## src/rtl/mips_pkg.sv

```systemverilog
// Shared MIPS decode definitions: opcodes, instruction field positions,
// hazard FSM state encoding.
package mips_pkg;

    localparam int unsigned INSTR_W = 32;
    localparam int unsigned REG_W   = 5;
    localparam int unsigned OP_W    = 6;
    localparam int unsigned REM_W   = 2;

    localparam int unsigned OP_MSB = 31;
    localparam int unsigned OP_LSB = 26;
    localparam int unsigned RS_MSB = 25;
    localparam int unsigned RS_LSB = 21;
    localparam int unsigned RT_MSB = 20;
    localparam int unsigned RT_LSB = 16;
    localparam int unsigned RD_MSB = 15;
    localparam int unsigned RD_LSB = 11;

    localparam logic [OP_W-1:0] OP_RTYPE = 6'h00;
    localparam logic [OP_W-1:0] OP_J     = 6'h02;
    localparam logic [OP_W-1:0] OP_JAL   = 6'h03;
    localparam logic [OP_W-1:0] OP_BEQ   = 6'h04;
    localparam logic [OP_W-1:0] OP_BNE   = 6'h05;
    localparam logic [OP_W-1:0] OP_ADDI  = 6'h08;
    localparam logic [OP_W-1:0] OP_ADDIU = 6'h09;
    localparam logic [OP_W-1:0] OP_ANDI  = 6'h0C;
    localparam logic [OP_W-1:0] OP_ORI   = 6'h0D;
    localparam logic [OP_W-1:0] OP_XORI  = 6'h0E;
    localparam logic [OP_W-1:0] OP_LUI   = 6'h0F;
    localparam logic [OP_W-1:0] OP_LW    = 6'h23;
    localparam logic [OP_W-1:0] OP_SW    = 6'h2B;

    localparam logic [REG_W-1:0] REG_RA = 5'd31;

    typedef enum logic {
        RUN   = 1'b0,
        STALL = 1'b1
    } hz_state_e;

    // I-type ALU ops write rt and read rs.
    function automatic logic is_itype_alu(input logic [OP_W-1:0] op);
        logic r;
        r = 1'b0;
        case (op)
            OP_ADDI, OP_ADDIU, OP_ANDI, OP_ORI, OP_XORI, OP_LUI: r = 1'b1;
            default: r = 1'b0;
        endcase
        return r;
    endfunction

endpackage

```

## src/rtl/instr_regs_dec.sv

```systemverilog
// Combinational register-usage decode of one instruction: destination,
// which source fields are read, and load/jump class.
module instr_regs_dec
    import mips_pkg::*;
(
    input  logic [INSTR_W-1:0] instr,
    output logic [REG_W-1:0]   dest,
    output logic               dest_valid,
    output logic               src_rs_used,
    output logic               src_rt_used,
    output logic               is_load,
    output logic               is_jump
);

    logic [OP_W-1:0]  op;
    logic [REG_W-1:0] dest_raw;
    logic             unused_imm;

    assign op         = instr[OP_MSB:OP_LSB];
    assign unused_imm = ^instr[RD_LSB-1:0];

    always_comb begin
        dest_raw    = '0;
        src_rs_used = 1'b0;
        src_rt_used = 1'b0;
        case (op)
            OP_RTYPE: begin
                dest_raw    = instr[RD_MSB:RD_LSB];
                src_rs_used = 1'b1;
                src_rt_used = 1'b1;
            end
            OP_SW, OP_BEQ, OP_BNE: begin
                src_rs_used = 1'b1;
                src_rt_used = 1'b1;
            end
            OP_LW: begin
                dest_raw    = instr[RT_MSB:RT_LSB];
                src_rs_used = 1'b1;
            end
            OP_JAL: dest_raw = REG_RA;
            default: begin
                if (is_itype_alu(op)) begin
                    dest_raw    = instr[RT_MSB:RT_LSB];
                    src_rs_used = 1'b1;
                end
            end
        endcase
    end

    // Writes to $0 are discarded, so they never create a dependency.
    assign dest       = dest_raw;
    assign dest_valid = (dest_raw != '0);
    assign is_load    = (op == OP_LW);
    assign is_jump    = (op == OP_J) || (op == OP_JAL);

endmodule

```

## src/rtl/hazard_ctrl.sv

```systemverilog
// Pipeline hazard controller beside ID: RAW stall insertion, wrong-path
// squash on taken branch / jump, and hazard performance counters.
module hazard_ctrl
    import mips_pkg::*;
#(
    parameter bit          FORWARDING = 1'b1,
    parameter int unsigned CNT_W      = 32
) (
    input  logic               clk,
    input  logic               rst,
    input  logic [INSTR_W-1:0] instr_id,
    input  logic [INSTR_W-1:0] instr_ex,
    input  logic [INSTR_W-1:0] instr_mem,
    input  logic               br_taken_ex,
    output logic               stallSignal,
    output logic               nonSeq,
    output logic               pc_we,
    output logic               if_id_we,
    output logic               if_id_flush,
    output logic [CNT_W-1:0]   stall_cycles,
    output logic [CNT_W-1:0]   flush_events
);

    logic [REG_W-1:0] id_dest, ex_dest, mem_dest;
    logic id_dest_valid, ex_dest_valid, mem_dest_valid;
    logic id_rs_used, id_rt_used, ex_rs_used, ex_rt_used, mem_rs_used, mem_rt_used;
    logic id_is_load, ex_is_load, mem_is_load;
    logic id_is_jump, ex_is_jump, mem_is_jump;
    logic unused_dec;

    instr_regs_dec u_dec_id (
        .instr(instr_id), .dest(id_dest), .dest_valid(id_dest_valid),
        .src_rs_used(id_rs_used), .src_rt_used(id_rt_used),
        .is_load(id_is_load), .is_jump(id_is_jump)
    );

    instr_regs_dec u_dec_ex (
        .instr(instr_ex), .dest(ex_dest), .dest_valid(ex_dest_valid),
        .src_rs_used(ex_rs_used), .src_rt_used(ex_rt_used),
        .is_load(ex_is_load), .is_jump(ex_is_jump)
    );

    instr_regs_dec u_dec_mem (
        .instr(instr_mem), .dest(mem_dest), .dest_valid(mem_dest_valid),
        .src_rs_used(mem_rs_used), .src_rt_used(mem_rt_used),
        .is_load(mem_is_load), .is_jump(mem_is_jump)
    );

    assign unused_dec = ^{id_dest, id_dest_valid, id_is_load, ex_rs_used, ex_rt_used,
                          ex_is_jump, mem_rs_used, mem_rt_used, mem_is_load, mem_is_jump};

    logic [REG_W-1:0] id_rs, id_rt;
    logic             hit_ex_c, hit_mem_c;
    logic [REM_W-1:0] need_c;

    assign id_rs = instr_id[RS_MSB:RS_LSB];
    assign id_rt = instr_id[RT_MSB:RT_LSB];

    // Required bubble count for the instruction currently in ID.
    always_comb begin
        hit_ex_c  = ex_dest_valid && ((id_rs_used && (id_rs == ex_dest)) ||
                                      (id_rt_used && (id_rt == ex_dest)));
        hit_mem_c = mem_dest_valid && ((id_rs_used && (id_rs == mem_dest)) ||
                                       (id_rt_used && (id_rt == mem_dest)));
        need_c = '0;
        if (FORWARDING) begin
            if (ex_is_load && hit_ex_c) need_c = REM_W'(1);
        end else begin
            if (hit_ex_c)       need_c = REM_W'(2);
            else if (hit_mem_c) need_c = REM_W'(1);
        end
    end

    hz_state_e        state_q, state_d;
    logic [REM_W-1:0] rem_q, rem_d;
    logic             stall_c;

    always_ff @(posedge clk) begin
        if (rst) begin
            state_q <= RUN;
            rem_q   <= '0;
        end else begin
            state_q <= state_d;
            rem_q   <= rem_d;
        end
    end

    always_comb begin
        state_d = state_q;
        rem_d   = rem_q;
        if (br_taken_ex) begin
            state_d = RUN;
            rem_d   = '0;
        end else begin
            case (state_q)
                RUN: begin
                    if (need_c == REM_W'(2)) begin
                        state_d = STALL;
                        rem_d   = REM_W'(1);
                    end
                end
                STALL: begin
                    rem_d = rem_q - REM_W'(1);
                    if (rem_q <= REM_W'(1)) begin
                        state_d = RUN;
                        rem_d   = '0;
                    end
                end
                default: begin
                    state_d = RUN;
                    rem_d   = '0;
                end
            endcase
        end
    end

    // Held STALL ignores fresh hazard detection; a taken branch beats any stall.
    assign stall_c = !br_taken_ex && ((state_q == STALL) || (need_c != '0));

    always_comb begin
        stallSignal = 1'b0;
        nonSeq      = 1'b0;
        pc_we       = 1'b1;
        if_id_we    = 1'b1;
        if_id_flush = 1'b0;
        if (!rst) begin
            if (br_taken_ex) begin
                nonSeq      = 1'b1;
                if_id_flush = 1'b1;
            end else if (stall_c) begin
                stallSignal = 1'b1;
                pc_we       = 1'b0;
                if_id_we    = 1'b0;
            end else if (id_is_jump) begin
                if_id_flush = 1'b1;
            end
        end
    end

    logic [CNT_W-1:0] stall_cycles_q, stall_cycles_d;
    logic [CNT_W-1:0] flush_events_q, flush_events_d;

    always_comb begin
        stall_cycles_d = stall_cycles_q + CNT_W'(stall_c);
        flush_events_d = flush_events_q + CNT_W'(br_taken_ex);
    end

    always_ff @(posedge clk) begin
        if (rst) begin
            stall_cycles_q <= '0;
            flush_events_q <= '0;
        end else begin
            stall_cycles_q <= stall_cycles_d;
            flush_events_q <= flush_events_d;
        end
    end

    assign stall_cycles = stall_cycles_q;
    assign flush_events = flush_events_q;

endmodule

```

## config.mk

```make
export PLATFORM = sky130hd
export DESIGN_NAME = hazard_ctrl
export DESIGN_NICKNAME = d
export VERILOG_FILES = /design/src/rtl/mips_pkg.sv /design/src/rtl/instr_regs_dec.sv /design/src/rtl/hazard_ctrl.sv
export SDC_FILE = /design/constraint.sdc
export NUM_CORES = 1
export LEC_CHECK = 0
export CORE_MARGIN = 4
export CORE_UTILIZATION = 40
export CTS_CLUSTER_SIZE = 28
export DETAILED_ROUTE_END_ITERATION = 8
export HOLD_SLACK_MARGIN = 0.1
export PLACE_DENSITY_LB_ADDON = 0.25
export RECOVER_POWER = 25
export SLEW_MARGIN = 20
export SYNTH_ARGS = -nofsm -noshare
export SYNTH_HDL_FRONTEND = slang
export SYNTH_SLANG_ARGS = --single-unit
```

## constraint.sdc

```tcl
create_clock -name clk -period 4.8 [get_ports clk]
set_clock_uncertainty 0.1 [all_clocks]
set_input_delay 0.96 -clock clk [delete_from_list [all_inputs] [get_ports clk]]
set_output_delay 0.96 -clock clk [all_outputs]
set_load 0.03 [all_outputs]
```

Yosys cells after proc, flatten, opt, wreduce, memory -nomap -nowiden:

Cells that the tools add are included.

* register bits after elaboration: 67
* input bits: 99
* output and inout port bits: 69
* logic and storage cells: 85

* add/subtract/negate cells: 3
* magnitude comparators: 1
* equal/unequal tests: 27
* multiplexer cells: 28
* bitwise operators: 1
* reduce and logical (&&, ||, !) cells: 21

Operator list (number)
* $eq A6 B4 Y1 const B: 12
* $add A32 B1 Y32: 2
* $eq A6 B3 Y1 const B: 4
* $eq A6 B6 Y1 const B: 4
* $reduce_or A6 Y1: 4
* $mux W1: 21
* $pmux W5 S4: 1
* $eq A6 B2 Y1 const B: 3
* $logic_not A6 Y1: 2
* $eq A5 B5 Y1: 2
* $logic_and A1 B1 Y1: 5
* $mux W5: 1
* $reduce_bool A5 Y1: 1
* $reduce_or A5 Y1: 1
* $mux W2: 2
* $pmux W1 S2: 2
* $pmux W2 S2: 1
* $reduce_or A4 Y1: 1
* $logic_or A1 B1 Y1: 3
* $reduce_or A3 Y1: 1
* $eq A2 B2 Y1 const B: 1
* $le A2 B1 Y1 const B: 1
* $ne A2 B2 Y1 const B: 1
* $reduce_bool A2 Y1: 1
* 4 further kinds: 4

Logic depth before layout (Yosys ltp):

Gate-level depths: netlist (run 1).

* word-level depth: 18
* gate-level depth with buffers: 16
* mapped depth without buffers: 15

Cells and area by module:

Synthesis (run 1) repeated with hierarchy kept, for this count alone.

* cell total of the unflattened synthesis: 441
* area total of the unflattened synthesis: 3682.3 µm²

By module, submodules not included
* hazard_ctrl: instances 1, cells an instance 382, area an instance 3268.1 µm², sequential area each 1341.3 µm²
* instr_regs_dec (u_dec_id): instances 1, cells an instance 31, area an instance 217.7 µm², sequential area each 0.0 µm²
* instr_regs_dec (u_dec_ex): instances 1, cells an instance 28, area an instance 196.4 µm², sequential area each 0.0 µm²

Least setup slack after synthesis (run 1):

OpenSTA, ideal clock, no wires.

* kind: input-to-reg
* start: input instr_ex[29]
* end: register stall_cycles_q[30] (netlist: stall_cycles[30])
* library setup time: 70 ps
* data arrival time: 3929 ps
* required time: 4630 ps
* path slack: 701 ps
* stages: 15
* path buffers: 0
* path through: nor4_4 > a31oi_1 > o31ai_2 > xnor2_1 > nand4_1 > o22a_2 > o22ai_1 > ha_1 > ha_1 > nand3_1 > nor2_1 > and2_1 > nand2_1 > or3_1 > a21oi_1

* longest elaborated chain between the ends: 16
* elaborated cells between the ends (all ways): 31
* those cells by class: 1 x add/sub; 13 x eq/ne; 5 x mux; 12 x reduce/logical

RTL lines
* start: declaration: RTL line hazard_ctrl.sv:12 `input logic [INSTR_W-1:0] instr_ex,`
* $eq A6 B4 Y1: RTL line mips_pkg.sv:44 `case (op)`
* $reduce_or A6 Y1: RTL line mips_pkg.sv:44
* $mux W1: RTL line mips_pkg.sv:44
* $mux W1: RTL line instr_regs_dec.sv:26 `case (op)`
* $mux W5: RTL line instr_regs_dec.sv:42 `if (is_itype_alu(op)) begin`
* $pmux W5 S4: RTL line instr_regs_dec.sv:26
* $eq A5 B5 Y1, on equally long branches: RTL line hazard_ctrl.sv:61, hazard_ctrl.sv:62
* $logic_and A1 B1 Y1, on equally long branches: RTL line hazard_ctrl.sv:61, hazard_ctrl.sv:62
* $logic_or A1 B1 Y1: RTL line hazard_ctrl.sv:61 `hit_ex_c = ex_dest_valid && ((id_rs_used && (id_rs == ex_dest)) ||`
* $logic_and A1 B1 Y1: RTL line hazard_ctrl.sv:61
* $logic_and A1 B1 Y1 (*): RTL line hazard_ctrl.sv:67 `if (ex_is_load && hit_ex_c) need_c = REM_W'(1);`
* $mux W1 (*): RTL line hazard_ctrl.sv:67
* $reduce_bool A2 Y1 (*): RTL line hazard_ctrl.sv:118 `assign stall_c = !br_taken_ex && ((state_q == STALL) || (need_c != '0));`
* $logic_or A1 B1 Y1 (*): RTL line hazard_ctrl.sv:118
* $logic_and A1 B1 Y1 (*): RTL line hazard_ctrl.sv:118
* $add A32 B1 Y32 (*): RTL line hazard_ctrl.sv:144 `stall_cycles_d = stall_cycles_q + CNT_W'(stall_c);`
* end signal: assignment: RTL line hazard_ctrl.sv:153 `stall_cycles_q <= stall_cycles_d;`
* end: declaration: RTL line hazard_ctrl.sv:140 `logic [CNT_W-1:0] stall_cycles_q, stall_cycles_d;`

Mark *: on every way between the ends. The rest lies on a longest branch, timed or not. The select of a mux whose other input is x is not followed.
A chain may end at the register's enable or synchronous reset.

Worst setup path in the final report (run 1):

* start: input instr_ex[29]
* end: register stall_cycles_q[28] (netlist: stall_cycles[28])

Same word-level chain as after synthesis.

==> results of run 1 <==
-- area by class of cell --
type	count	area, µm²
inverters	7	26.28
clock inverters	6	111.4
repair buffers	116	1126
flip-flops and latches	67	1341
clock buffers	10	137.6
well taps	102	127.6
multi-input cells	296	1810
fillers	694	3087
-- where the power goes --
part,internal [mW],leakage [nW],switching [mW],total (mW)
combinational,0.0434,1.08,0.0402,0.0836
sequential,0.557,0.540,0.00129,0.558
clock,0.360,0.123,0.212,0.572
total,0.961,1.74,0.253,1.21
-- through the flow --
| stage | instance area [µm²] | TNS [ns] | power [mW] |
|---|---|---|---|
| after global placement | 4410 | 0 | 0.6538 |
| final | 4681 | 0 | 1.214 |
| after CTS | 4668 | 0 | 1.234 |
| after floorplan | 3218 | 0 | 0.6094 |
| after global routing | 4681 | 0 | 1.265 |
| after detailed placement | 4410 | -0.4290 | 0.6555 |
-- kinds of logic after synthesis --
| family | count (synthesis) | synth area share [%] |
|---|---|---|
| AND/OR/NAND/NOR | 188 | 29.32 |
| flip-flops | 67 | 41.68 |
| XOR/XNOR | 58 | 15.79 |
| AO/OA/AOI/OAI | 46 | 9.331 |
| buffers and inverters | 17 | 2.333 |
| adder cells (fa/ha/maj) | 4 | 1.555 |
-- worst max-delay path: stages --
cell	delay, ns
clkdlybuf4s50_1	0.59
or2b_1	0.25
o32a_2	0.26
o31ai_2	0.36
xnor2_1	0.17
nand2_1	0.07
o22a_2	0.25
o22ai_1	0.17
ha_1	0.20
ha_1	0.17
nand3_1	0.16
nor2_1	0.21
and2_1	0.22
nand2_1	0.13
or3_1	0.32
a21oi_1	0.16
-- cells in the final DEF (no fill, tap or decap), types with 8 or more instances in the layout --
cell	instances
a21oi_1	15
and3_1	8
buf_4	14
clkbuf_8	10
clkdlybuf4s50_1	73
dfxtp_1	67
dlygate4sd3_1	26
nand2_1	34
nand3_1	30
nand4_1	9
nor2_1	62
o21ai_0	14
or3_1	12
xnor2_1	18
xor2_1	40
-- sequential cells by signal, summed over array words and instances (netlist names) --
name / count
stall_cycles: 32
state_q: 1
rem_q: 2
flush_events: 32
-- worst max-delay path by stage --
stage	to	slack (ns)	cells past startpoint
after global placement	if_id_we	0.04	9
after floorplan	stall_cycles[30]$_SDFF_PP0_	0.70	15
after detailed placement	pc_we	-0.09	9
after global routing	stall_cycles[28]$_SDFF_PP0_	0.008	17
after CTS	pc_we	0.009	9
final	stall_cycles[28]$_SDFF_PP0_	0.31	16
-- metal layers --
metal  share of wire, %  vias to the layer above  GRT usage, %
met5                  0                        -             0
met4                2.0                        0         6.816
met3                4.3                       14         3.805
met2                 50                       77         29.52
met1                 44                     1390         18.64
li1                   -                     1542             -
-- repair_timing --
item / 4_1_cts / 5_1_grt
resized for setup: 1 / 2
setup buffers: 0 / 1
gates cloned: 0 / 0
pin swaps: 1 / 0
setup endpoints to repair: 2 / 4
==> flow_summary_export.csv, run 1 <==
group,metric,value,unit
grt,grt_pass1_vias,2976,
worst_hold_path,hp-class,"register to register",
place,dp_cells,587,
routing,drt-total-wl,7725,µm
clocking,cts_buffers,9,
synthesis,ys_ff_latch,67,
worst_setup_path,startpoint,"instr_ex[29]",
grt,grt_usage,16.47,%
floorplanning,row_count,32,
worst_setup_path,path_class,"primary input to register",
floorplanning,chipHeight,97.70,µm
timing,min_period,4.490,ns
layout,finalNonFillerCells,604,
routing,ant_nets,0,
synthesis,yosysWarnings,0,
synthesis,syn_avg_cell_area,8.469,µm²
clocking,clock-root-buffer,"clkbuf_8",
pwr,p_per_area,259.4,mW/mm²
floorplanning,start_util,41.43,%
synthesis,ys_seq_area_share,41.68,%
routing,route.detailed.drc,0,
worst_setup_path,worstPathArrival,4.65,ns
place,routabilityCongestion,0.7973,
synthesis,synthesis.nets,483,
floorplanning,num_io_pins,168,
synthesis,yosysTopAreaCell,"dfxtp_1",
grt,antenna_found_initial,0,
pwr,ir_drop,0.1427,mV
layout,final_nets,600,
synthesis,ys.flop_type,"dfxtp_1",
timing,period_share,93.53,%
synthesis,synth.top_cell.area_share,41.68,%
place,dp_hpwl,5783,µm
worst_hold_path,hold_depth,2,
worst_hold_path,holdPathEnd,"state_q$_SDFF_PP0_",
routing,num_vias,3023,
synthesis,synthCells,380,
routing,drtIter0Drc,60,
worst_setup_path,critPathCaptureType,"register",
clocking,clkTransAtPathRegs,0.08,ns
synthesis,synthTopCellsByCount,"67 x dfxtp_1, 62 x nor2_1, 40 x xor2_1",
timing,fmax,222.7,MHz
worst_setup_path,critPathLaunchType,"primary input",
place,io_buffers,103,
job,maxCapViolCount,0,
routing,avgViaCountPerCell,5.005,
clocking,cts_sinks,67,
place,dp_slack,-0.09346,ns
worst_setup_path,cp_data_required_time,4.96,ns
worst_hold_path,hold_start,"rem_q[1]$_SDFFE_PP0P_",
synthesis,syn-cell-area,0.003218,mm²
timing,finalHoldViolations,0,
floorplanning,die_width,97.70,µm
worst_setup_path,ff2ff_setup_slack,2.42,ns
timing,rsz0062_at_grt,"false",
synthesis,yosysMostFrequentCell,"dfxtp_1",
layout,syn2layout_area_growth,45.45,%
timing,setup_violations,0,
grt,grt_max_degree,69,
floorplanning,design.die.area,0.009544,mm²
timing,slew_headroom,49.26,%
worst_setup_path,r2r_cells,10,
worst_setup_path,reg2reg_to,"stall_cycles[28]$_SDFF_PP0_",
synthesis,synthArstFlopShare,0,%
layout,fin_util,60.26,%
synthesis,synth_edf_count,0,
clocking,clk_latency,0.33,ns
timing,whs,0.3700,ns
clocking,cts_tree,"built",
worst_setup_path,cp_max_fo,5,
grt,grt_pass1_wl,13250,µm
clocking,cts-htree-levels,3,
timing,report.final.slew_viol_count,0,
routing,routedWlPerCell,12.79,µm
worst_setup_path,reg2reg_from,"state_q$_SDFF_PP0_",
pwr,p_leak,1.745,nW
routing,drtPass1Iterations,4,
timing,setup_slack,0.3104,ns
synthesis,ys_top_cells_by_area,"dfxtp_1 42%, xor2_1 11%, nor2_1 7.2%, xnor2_1 4.9%, nand3_1 4.7%",
synthesis,yosysUniqueCellTypes,39,
layout,drive_above_1_share,8.167,%
grt,overflow,0,
run_status,status,"finished clean",
layout,antenna_cells,0,
clocking,clock_path_buffers,2,
floorplanning,core,0.007767,mm²
clocking,ctsHoldBuffers,0,
timing,worst_slew_pin_slew,0.7553,ns
(Power assumes the default switching activity.)
==> run 2: changes to the inputs <==
- CTS_CLUSTER_DIAMETER: default -> 40
==> results of run 2 <==
Final layout, timing and power as in run 1 (identical DEF).
==> run 3: changes to the inputs <==
- ABC_CLOCK_PERIOD_IN_PS: default -> 4800
==> results of run 3 <==
Final layout, timing and power as in run 1 (identical DEF).
